<file path="config.mk">
export PLATFORM = sky130hd
export DESIGN_NAME = ifft_1d_8_seq
export DESIGN_NICKNAME = d
export VERILOG_FILES = /design/src/rtl/ifft_1d_8_seq.sv
export SDC_FILE = /design/constraint.sdc
export NUM_CORES = 2
export LEC_CHECK = 0
export CORE_AREA = 2 2 341 343
export CTS_CLUSTER_DIAMETER = 100
export CTS_CLUSTER_SIZE = 8
export DETAILED_ROUTE_END_ITERATION = 10
export DIE_AREA = 0 0 343 345
export DONT_BUFFER_PORTS = 1
export RECOVER_POWER = 50
export SYNTH_ARGS = -nofsm -noshare
export SYNTH_HDL_FRONTEND = slang
export SYNTH_SLANG_ARGS = --single-unit
</file>
<file path="constraint.sdc">
create_clock -name clk -period 30.2 [get_ports clk]
set_clock_uncertainty 0.1 [all_clocks]
set_input_delay 1.51 -clock clk [delete_from_list [all_inputs] [get_ports clk]]
set_output_delay 1.51 -clock clk [all_outputs]
set_load 0.02 [all_outputs]
</file>
<file path="src/rtl/ifft_1d_8_seq.sv">
// ---------------------------------------------------------------------------
// ifft_1d_8_seq
//
// Sequential 8-point radix-2 decimation-in-frequency inverse FFT.
// Samples arrive one per cycle in natural order and are stored in an 8-entry
// buffer. A single shared butterfly then runs 12 operations (3 stages x 4
// pairs), one per cycle, in place. Each stage halves both butterfly outputs,
// so the frame comes out scaled by 1/8. Results are read back through a
// 3-bit bit reversal, so X[0..7] leave in natural order.
//
// Ports
//   clk        rising-edge clock
//   reset_     asynchronous active-low reset
//   in_valid   input sample valid
//   in_ready   block accepts an input sample (LOAD state only)
//   in_r/in_i  input sample, real / imaginary, DW-bit two's complement
//   out_valid  output sample valid
//   out_ready  downstream accepts the output sample
//   out_r/out_i output sample, real / imaginary, DW-bit two's complement
//   out_last   high together with X[7] of the frame
//
// Handshake: on both ports a transfer happens on a rising clock edge where
// valid and ready are both high. A presented output sample (out_valid=1)
// holds its data and out_last stable until it is transferred; in_ready does
// not depend on in_valid, and input data is sampled only on a transfer.
//
// The FSM state is kept in the internal signal 'state' (LOAD/CALC/OUT) so
// checkers can bind to it directly.
// ---------------------------------------------------------------------------
module ifft_1d_8_seq #(
  parameter int DW = 16,
  parameter int TW = 16
) (
  input  logic          clk,
  input  logic          reset_,
  input  logic          in_valid,
  output logic          in_ready,
  input  logic [DW-1:0] in_r,
  input  logic [DW-1:0] in_i,
  output logic          out_valid,
  input  logic          out_ready,
  output logic [DW-1:0] out_r,
  output logic [DW-1:0] out_i,
  output logic          out_last
);

  // Twiddles are Q2.14: 1.0 = 2^(TW-2)
  localparam int FRAC = TW - 2;
  localparam int PW   = DW + TW;     // one partial product
  localparam int SW   = PW + 1;      // sum/difference of two partial products
  localparam int SHW  = SW - FRAC;   // after the >>> FRAC rescale

  localparam logic [1:0] LOAD = 2'd0;
  localparam logic [1:0] CALC = 2'd1;
  localparam logic [1:0] OUT  = 2'd2;

  localparam logic signed [TW-1:0] W_ONE = TW'(16384);
  localparam logic signed [TW-1:0] W_C45 = TW'(11585);
  localparam logic signed [TW-1:0] W_ZRO = TW'(0);
  localparam logic signed [TW-1:0] W_NC45 = TW'(-11585);

  logic [1:0] state;
  logic [2:0] wcnt;            // write pointer while loading
  logic [3:0] ccnt;            // butterfly counter 0..11
  logic [2:0] rcnt;            // output sample index

  logic signed [DW-1:0] mem_r [8];
  logic signed [DW-1:0] mem_i [8];

  // -------------------------------------------------------------------------
  // Butterfly addressing: stage s = ccnt[3:2], pair p = ccnt[1:0].
  // Span h = 4>>s, a = (p/h)*2h + p%h, b = a + h, twiddle k = (p%h)*2^s.
  // -------------------------------------------------------------------------
  logic [1:0] stage;
  logic [1:0] pair;
  logic [2:0] idx_a;
  logic [2:0] idx_b;
  logic [1:0] tw_k;

  always_comb begin
    stage = ccnt[3:2];
    pair  = ccnt[1:0];
    idx_a = '0;
    idx_b = '0;
    tw_k  = '0;
    case (stage)
      2'd0: begin                        // h = 4
        idx_a = {1'b0, pair};
        idx_b = {1'b1, pair};
        tw_k  = pair;
      end
      2'd1: begin                        // h = 2
        idx_a = {pair[1], 1'b0, pair[0]};
        idx_b = {pair[1], 1'b1, pair[0]};
        tw_k  = {pair[0], 1'b0};
      end
      default: begin                     // h = 1, twiddle always 1
        idx_a = {pair, 1'b0};
        idx_b = {pair, 1'b1};
        tw_k  = 2'd0;
      end
    endcase
  end

  // Conjugate-direction twiddle ROM: W = e^{+j*2*pi*k/8}
  logic signed [TW-1:0] w_r;
  logic signed [TW-1:0] w_i;

  always_comb begin
    w_r = W_ONE;
    w_i = W_ZRO;
    case (tw_k)
      2'd0: begin w_r = W_ONE;  w_i = W_ZRO; end
      2'd1: begin w_r = W_C45;  w_i = W_C45; end
      2'd2: begin w_r = W_ZRO;  w_i = W_ONE; end
      default: begin w_r = W_NC45; w_i = W_C45; end
    endcase
  end

  // -------------------------------------------------------------------------
  // Butterfly datapath
  // -------------------------------------------------------------------------
  logic signed [DW-1:0] a_r, a_i, b_r, b_i;
  logic signed [DW:0]   sum_r, sum_i, dif_r, dif_i;
  logic signed [DW-1:0] hs_r, hs_i, hd_r, hd_i;
  logic signed [PW-1:0] p_rr, p_ii, p_ri, p_ir;
  logic signed [SW-1:0] m_re, m_im;
  logic signed [SHW-1:0] sh_re, sh_im;
  logic signed [DW-1:0] mul_r, mul_i;

  // Clamp a rescaled product back into DW bits
  function automatic logic [DW-1:0] sat(input logic signed [SHW-1:0] v);
    logic [SHW-DW:0] top;
    top = v[SHW-1:DW-1];
    if (top == '0 || top == '1) sat = v[DW-1:0];
    else if (v[SHW-1])          sat = {1'b1, {(DW-1){1'b0}}};
    else                        sat = {1'b0, {(DW-1){1'b1}}};
  endfunction

  always_comb begin
    a_r = mem_r[idx_a];
    a_i = mem_i[idx_a];
    b_r = mem_r[idx_b];
    b_i = mem_i[idx_b];

    // One guard bit keeps the add/sub exact before halving
    sum_r = {a_r[DW-1], a_r} + {b_r[DW-1], b_r};
    sum_i = {a_i[DW-1], a_i} + {b_i[DW-1], b_i};
    dif_r = {a_r[DW-1], a_r} - {b_r[DW-1], b_r};
    dif_i = {a_i[DW-1], a_i} - {b_i[DW-1], b_i};

    hs_r = DW'(sum_r >>> 1);
    hs_i = DW'(sum_i >>> 1);
    hd_r = DW'(dif_r >>> 1);
    hd_i = DW'(dif_i >>> 1);

    p_rr = $signed({{TW{hd_r[DW-1]}}, hd_r}) * $signed({{DW{w_r[TW-1]}}, w_r});
    p_ii = $signed({{TW{hd_i[DW-1]}}, hd_i}) * $signed({{DW{w_i[TW-1]}}, w_i});
    p_ri = $signed({{TW{hd_r[DW-1]}}, hd_r}) * $signed({{DW{w_i[TW-1]}}, w_i});
    p_ir = $signed({{TW{hd_i[DW-1]}}, hd_i}) * $signed({{DW{w_r[TW-1]}}, w_r});

    m_re = {p_rr[PW-1], p_rr} - {p_ii[PW-1], p_ii};
    m_im = {p_ri[PW-1], p_ri} + {p_ir[PW-1], p_ir};

    // Arithmetic shift = truncation toward -inf
    sh_re = SHW'(m_re >>> FRAC);
    sh_im = SHW'(m_im >>> FRAC);

    mul_r = sat(sh_re);
    mul_i = sat(sh_im);
  end

  // Next output index, bit-reversed into the buffer
  logic [2:0] rnext;
  logic [2:0] rd_idx;

  always_comb begin
    rnext  = rcnt + 3'd1;
    rd_idx = {rnext[0], rnext[1], rnext[2]};
  end

  // in_ready stays low while reset is held
  assign in_ready = (state == LOAD) && reset_;

  // -------------------------------------------------------------------------
  // Control and storage
  // -------------------------------------------------------------------------
  always_ff @(posedge clk or negedge reset_) begin
    if (!reset_) begin
      state     <= LOAD;
      wcnt      <= '0;
      ccnt      <= '0;
      rcnt      <= '0;
      out_valid <= 1'b0;
      out_last  <= 1'b0;
      out_r     <= '0;
      out_i     <= '0;
      for (int k = 0; k < 8; k++) begin
        mem_r[k] <= '0;
        mem_i[k] <= '0;
      end
    end else begin
      case (state)
        LOAD: begin
          if (in_valid) begin
            mem_r[wcnt] <= in_r;
            mem_i[wcnt] <= in_i;
            wcnt        <= wcnt + 3'd1;
            if (wcnt == 3'd7) begin
              state <= CALC;
              ccnt  <= '0;
            end
          end
        end

        CALC: begin
          mem_r[idx_a] <= hs_r;
          mem_i[idx_a] <= hs_i;
          mem_r[idx_b] <= mul_r;
          mem_i[idx_b] <= mul_i;
          if (ccnt == 4'd11) begin
            // The last butterfly only touches entries 6 and 7, so entry 0
            // (X[0]) is already final and can be presented right away.
            ccnt      <= '0;
            state     <= OUT;
            rcnt      <= '0;
            out_r     <= mem_r[0];
            out_i     <= mem_i[0];
            out_valid <= 1'b1;
            out_last  <= 1'b0;
          end else begin
            ccnt <= ccnt + 4'd1;
          end
        end

        OUT: begin
          if (out_ready) begin
            if (rcnt == 3'd7) begin
              state     <= LOAD;
              rcnt      <= '0;
              out_valid <= 1'b0;
              out_last  <= 1'b0;
            end else begin
              rcnt     <= rnext;
              out_r    <= mem_r[rd_idx];
              out_i    <= mem_i[rd_idx];
              out_last <= (rcnt == 3'd6);
            end
          end
        end

        default: state <= LOAD;
      endcase
    end
  end

endmodule

</file>
==> run metrics <==
status=finished, violations left; failing checks=capacitance limit, slew limit; normalized max-slew margin=-103%; Yosys Warn Count=0; Clock Latency Late Sink=590 ps; GRT overflow=0; largest net degree at the start of global routing=304; final hold vios=0; critical path class=flip-flop to flip-flop; via count=between 40000 and 50000; slowest stage delay, CP=about 880 ps; Area growth, synth to finish=5.89%; core area=115000 µm²; H-tree depth=2; RSZ-0062 raised after global routing=false; Post-CTS Setup Inserts=0; Die Area=118000 µm²; vias in the first global route=46100; Worst Max-Slew Pin Slew=3040 ps; synth top area cells=fa_1, dfrtp_1, ha_1, inv_1, nor2_1; Critical Path Sink Type=flip-flop; fin. max-slew vios=153; f_max=between 60 and 70 MHz; Setup-failing EPs final=0; initial antenna violation count=8; number of flops mapped to enable cells by yosys=0; Post-Syn Instances=5777; 1st-iter DRT viols=5040; placed cells=7118; post-route insts no fill=between 7000 and 8000; CP required=approximately 31000 ps; Hold WC Path Type=flip-flop to flip-flop; Synth Net Count=7039; worst setup margin=14720 ps; Synth Register Bits=302; die height=approximately 350 µm; Top-Level Pins=71; Clock Tree Root=clkbuf_16; Nets=6901; DP HPWL=146000 µm; Worst Setup Start Kind=flip-flop; delay-heaviest family, CP=adder cells; RD Place Congestion=0.993; asr flop ratio synth=100%; CTS Buf Count=43; post-synthesis sequential area ratio=between 10 and 15%; clock buffer depth=3; pre-CTS setup slack=15210 ps; Netlist cell types=98; most used cell along the critical path=fa_1; CTS tree=built; Starting Density=44.6%; CTS resizes=0; CP bufs+invs=8; WL/cell=27.8 µm; crit path DAT=15880 ps; num rows=125; Detail Route Antenna Nets=0; fin crit share=around half; Hold-fix buffers, CTS=0; Total GRT Usage=34.1%; WL final=200000 µm; first-pass GRT wire length=300000 µm; Pre-antenna DRT Iters=8; main flop type after synthesis=dfrtp_1; DIE WIDTH=roughly 340 µm; Mapped Avg Cell Area=8.89 µm²; Clock Pin Slew Worst Setup and Hold Paths=60 ps; Period minus WS final=15480 ps; Crit Path Max Fanout=between 70 and 80; # DRC=0; vias per inst=6.24; setup TNS=0 ps; slowest CP cell=buf_4; MaxCap Viol Count=4; layout cells sized above 1=approximately 5.7%; clk sinks=302; Synth Cell Area=51400 µm²; post-synth top area share=a little under 30%; area leader, netlist=fa_1; Port Buffers=0
-- area by class of cell --
| cell class | instances | area, µm² |
|---|---|---|
| well taps | 1524 | 1910 |
| repair buffers | 130 | 977 |
| flip-flops and latches | 302 | 7560 |
| clock inverters | 1 | 8.76 |
| clock buffers | 47 | 1100 |
| inverters | 1079 | 4050 |
| fillers | 11100 | 60700 |
| multi-input cells | 4083 | 38800 |
| diodes | 5 | 12.5 |
-- sequential cells by signal, summed over array words and instances, names as in the netlist --
register / cells
mem_i: 128
mem_r: 128
out_i: 16
out_r: 16
ccnt: 4
rcnt: 3
wcnt: 3
state: 2
out_last: 1
out_valid: 1
-- layer usage --
metal	wire (µm)	track usage, %
met5	13	0
met4	15900	20.5
met2	86100	51.4
met3	22900	9.09
met1	74700	43.7
-- path summary, 6_finish.rpt --
| path | start | endpoint | slack (ps) | cells past startpoint |
|---|---|---|---|---|
| max in group asynchronous | reset_ | mem_r[46]$_DFFE_PN0P_ | 28800 | 0 |
| max | ccnt[0]$_DFFE_PN0P_ | mem_r[77]$_DFFE_PN0P_ | 14720 | 41 |
| min in group asynchronous | reset_ | mem_i[1]$_DFFE_PN0P_ | 540 | 0 |
| min | mem_i[10]$_DFFE_PN0P_ | mem_i[10]$_DFFE_PN0P_ | 420 | 2 |
| max reg2reg | ccnt[0]$_DFFE_PN0P_ | mem_r[77]$_DFFE_PN0P_ | 14720 | 41 |
| min reg2reg | mem_i[10]$_DFFE_PN0P_ | mem_i[10]$_DFFE_PN0P_ | 420 | 2 |
-- placed cells by master (no fill, tap or decap), types with 110 or more instances in the layout --
master    netlist  routed
o22ai_1       134     134
ha_1          473     470
fa_1          753     753
a21oi_1       298     298
o221ai_1      110     110
nor2_1        462     454
o21ai_0       268     267
dfrtp_1       302     300
nand2_1       356     353
nor3_1        142     142
inv_1        1070    1070
buf_4           3     126
xnor2_1       116     115
-- worst reg2reg max path, delay by kind of cell (launching register included) --
kind | cells | cell delay, ps
adder cells (fa/ha/maj) | 10 | 4550
flip-flops | 1 | 770
buffers and inverters | 8 | 2430
XOR/XNOR | 2 | 260
AO/OA/AOI/OAI | 14 | 3910
AND/OR/NAND/NOR | 7 | 3390
-- cell usage after synthesis (all sizes together) (45+ instances only) --
cell	count
inv	1075
fa	753
ha	473
nor2	464
nand2	356
dfrtp	302
a21oi	300
o21ai	290
clkbuf	269
nor3	143
o22ai	134
xnor2	116
nor4	111
o221ai	110
nand3	67
mux4	64
nand2b	63
nor2b	63
o22a	63
and2	53
a21o	46
a22oi	45
-- stage by stage --
stage | hold WS, ps | utilization (%) | area [µm²]
finish | 418 | 47.2 | 54400
global route | 433 | 47.2 | 54400
CTS | 416 | 47.2 | 54400
detailed placement | 401 | 46.3 | 53300
global placement | 392 | 46.3 | 53300
floorplan | 364 | - | 51400
-- kinds of logic (layout without fill, tap and decap cells) --
family,Yosys count,in the layout,synth area share [%]
flops,302,302,14.7
xor+xnor,146,146,2.60
mux,78,78,3.08
simple gates,1405,1405,12.8
buf+inv,1392,1257,10.2
compound gates,1228,1228,15.7
fa+ha+maj,1226,1226,40.9
other cells,0,5,0
Power is not shown: default switching activity piles up to over one toggle a cycle in this logic, so the estimate is an artifact.
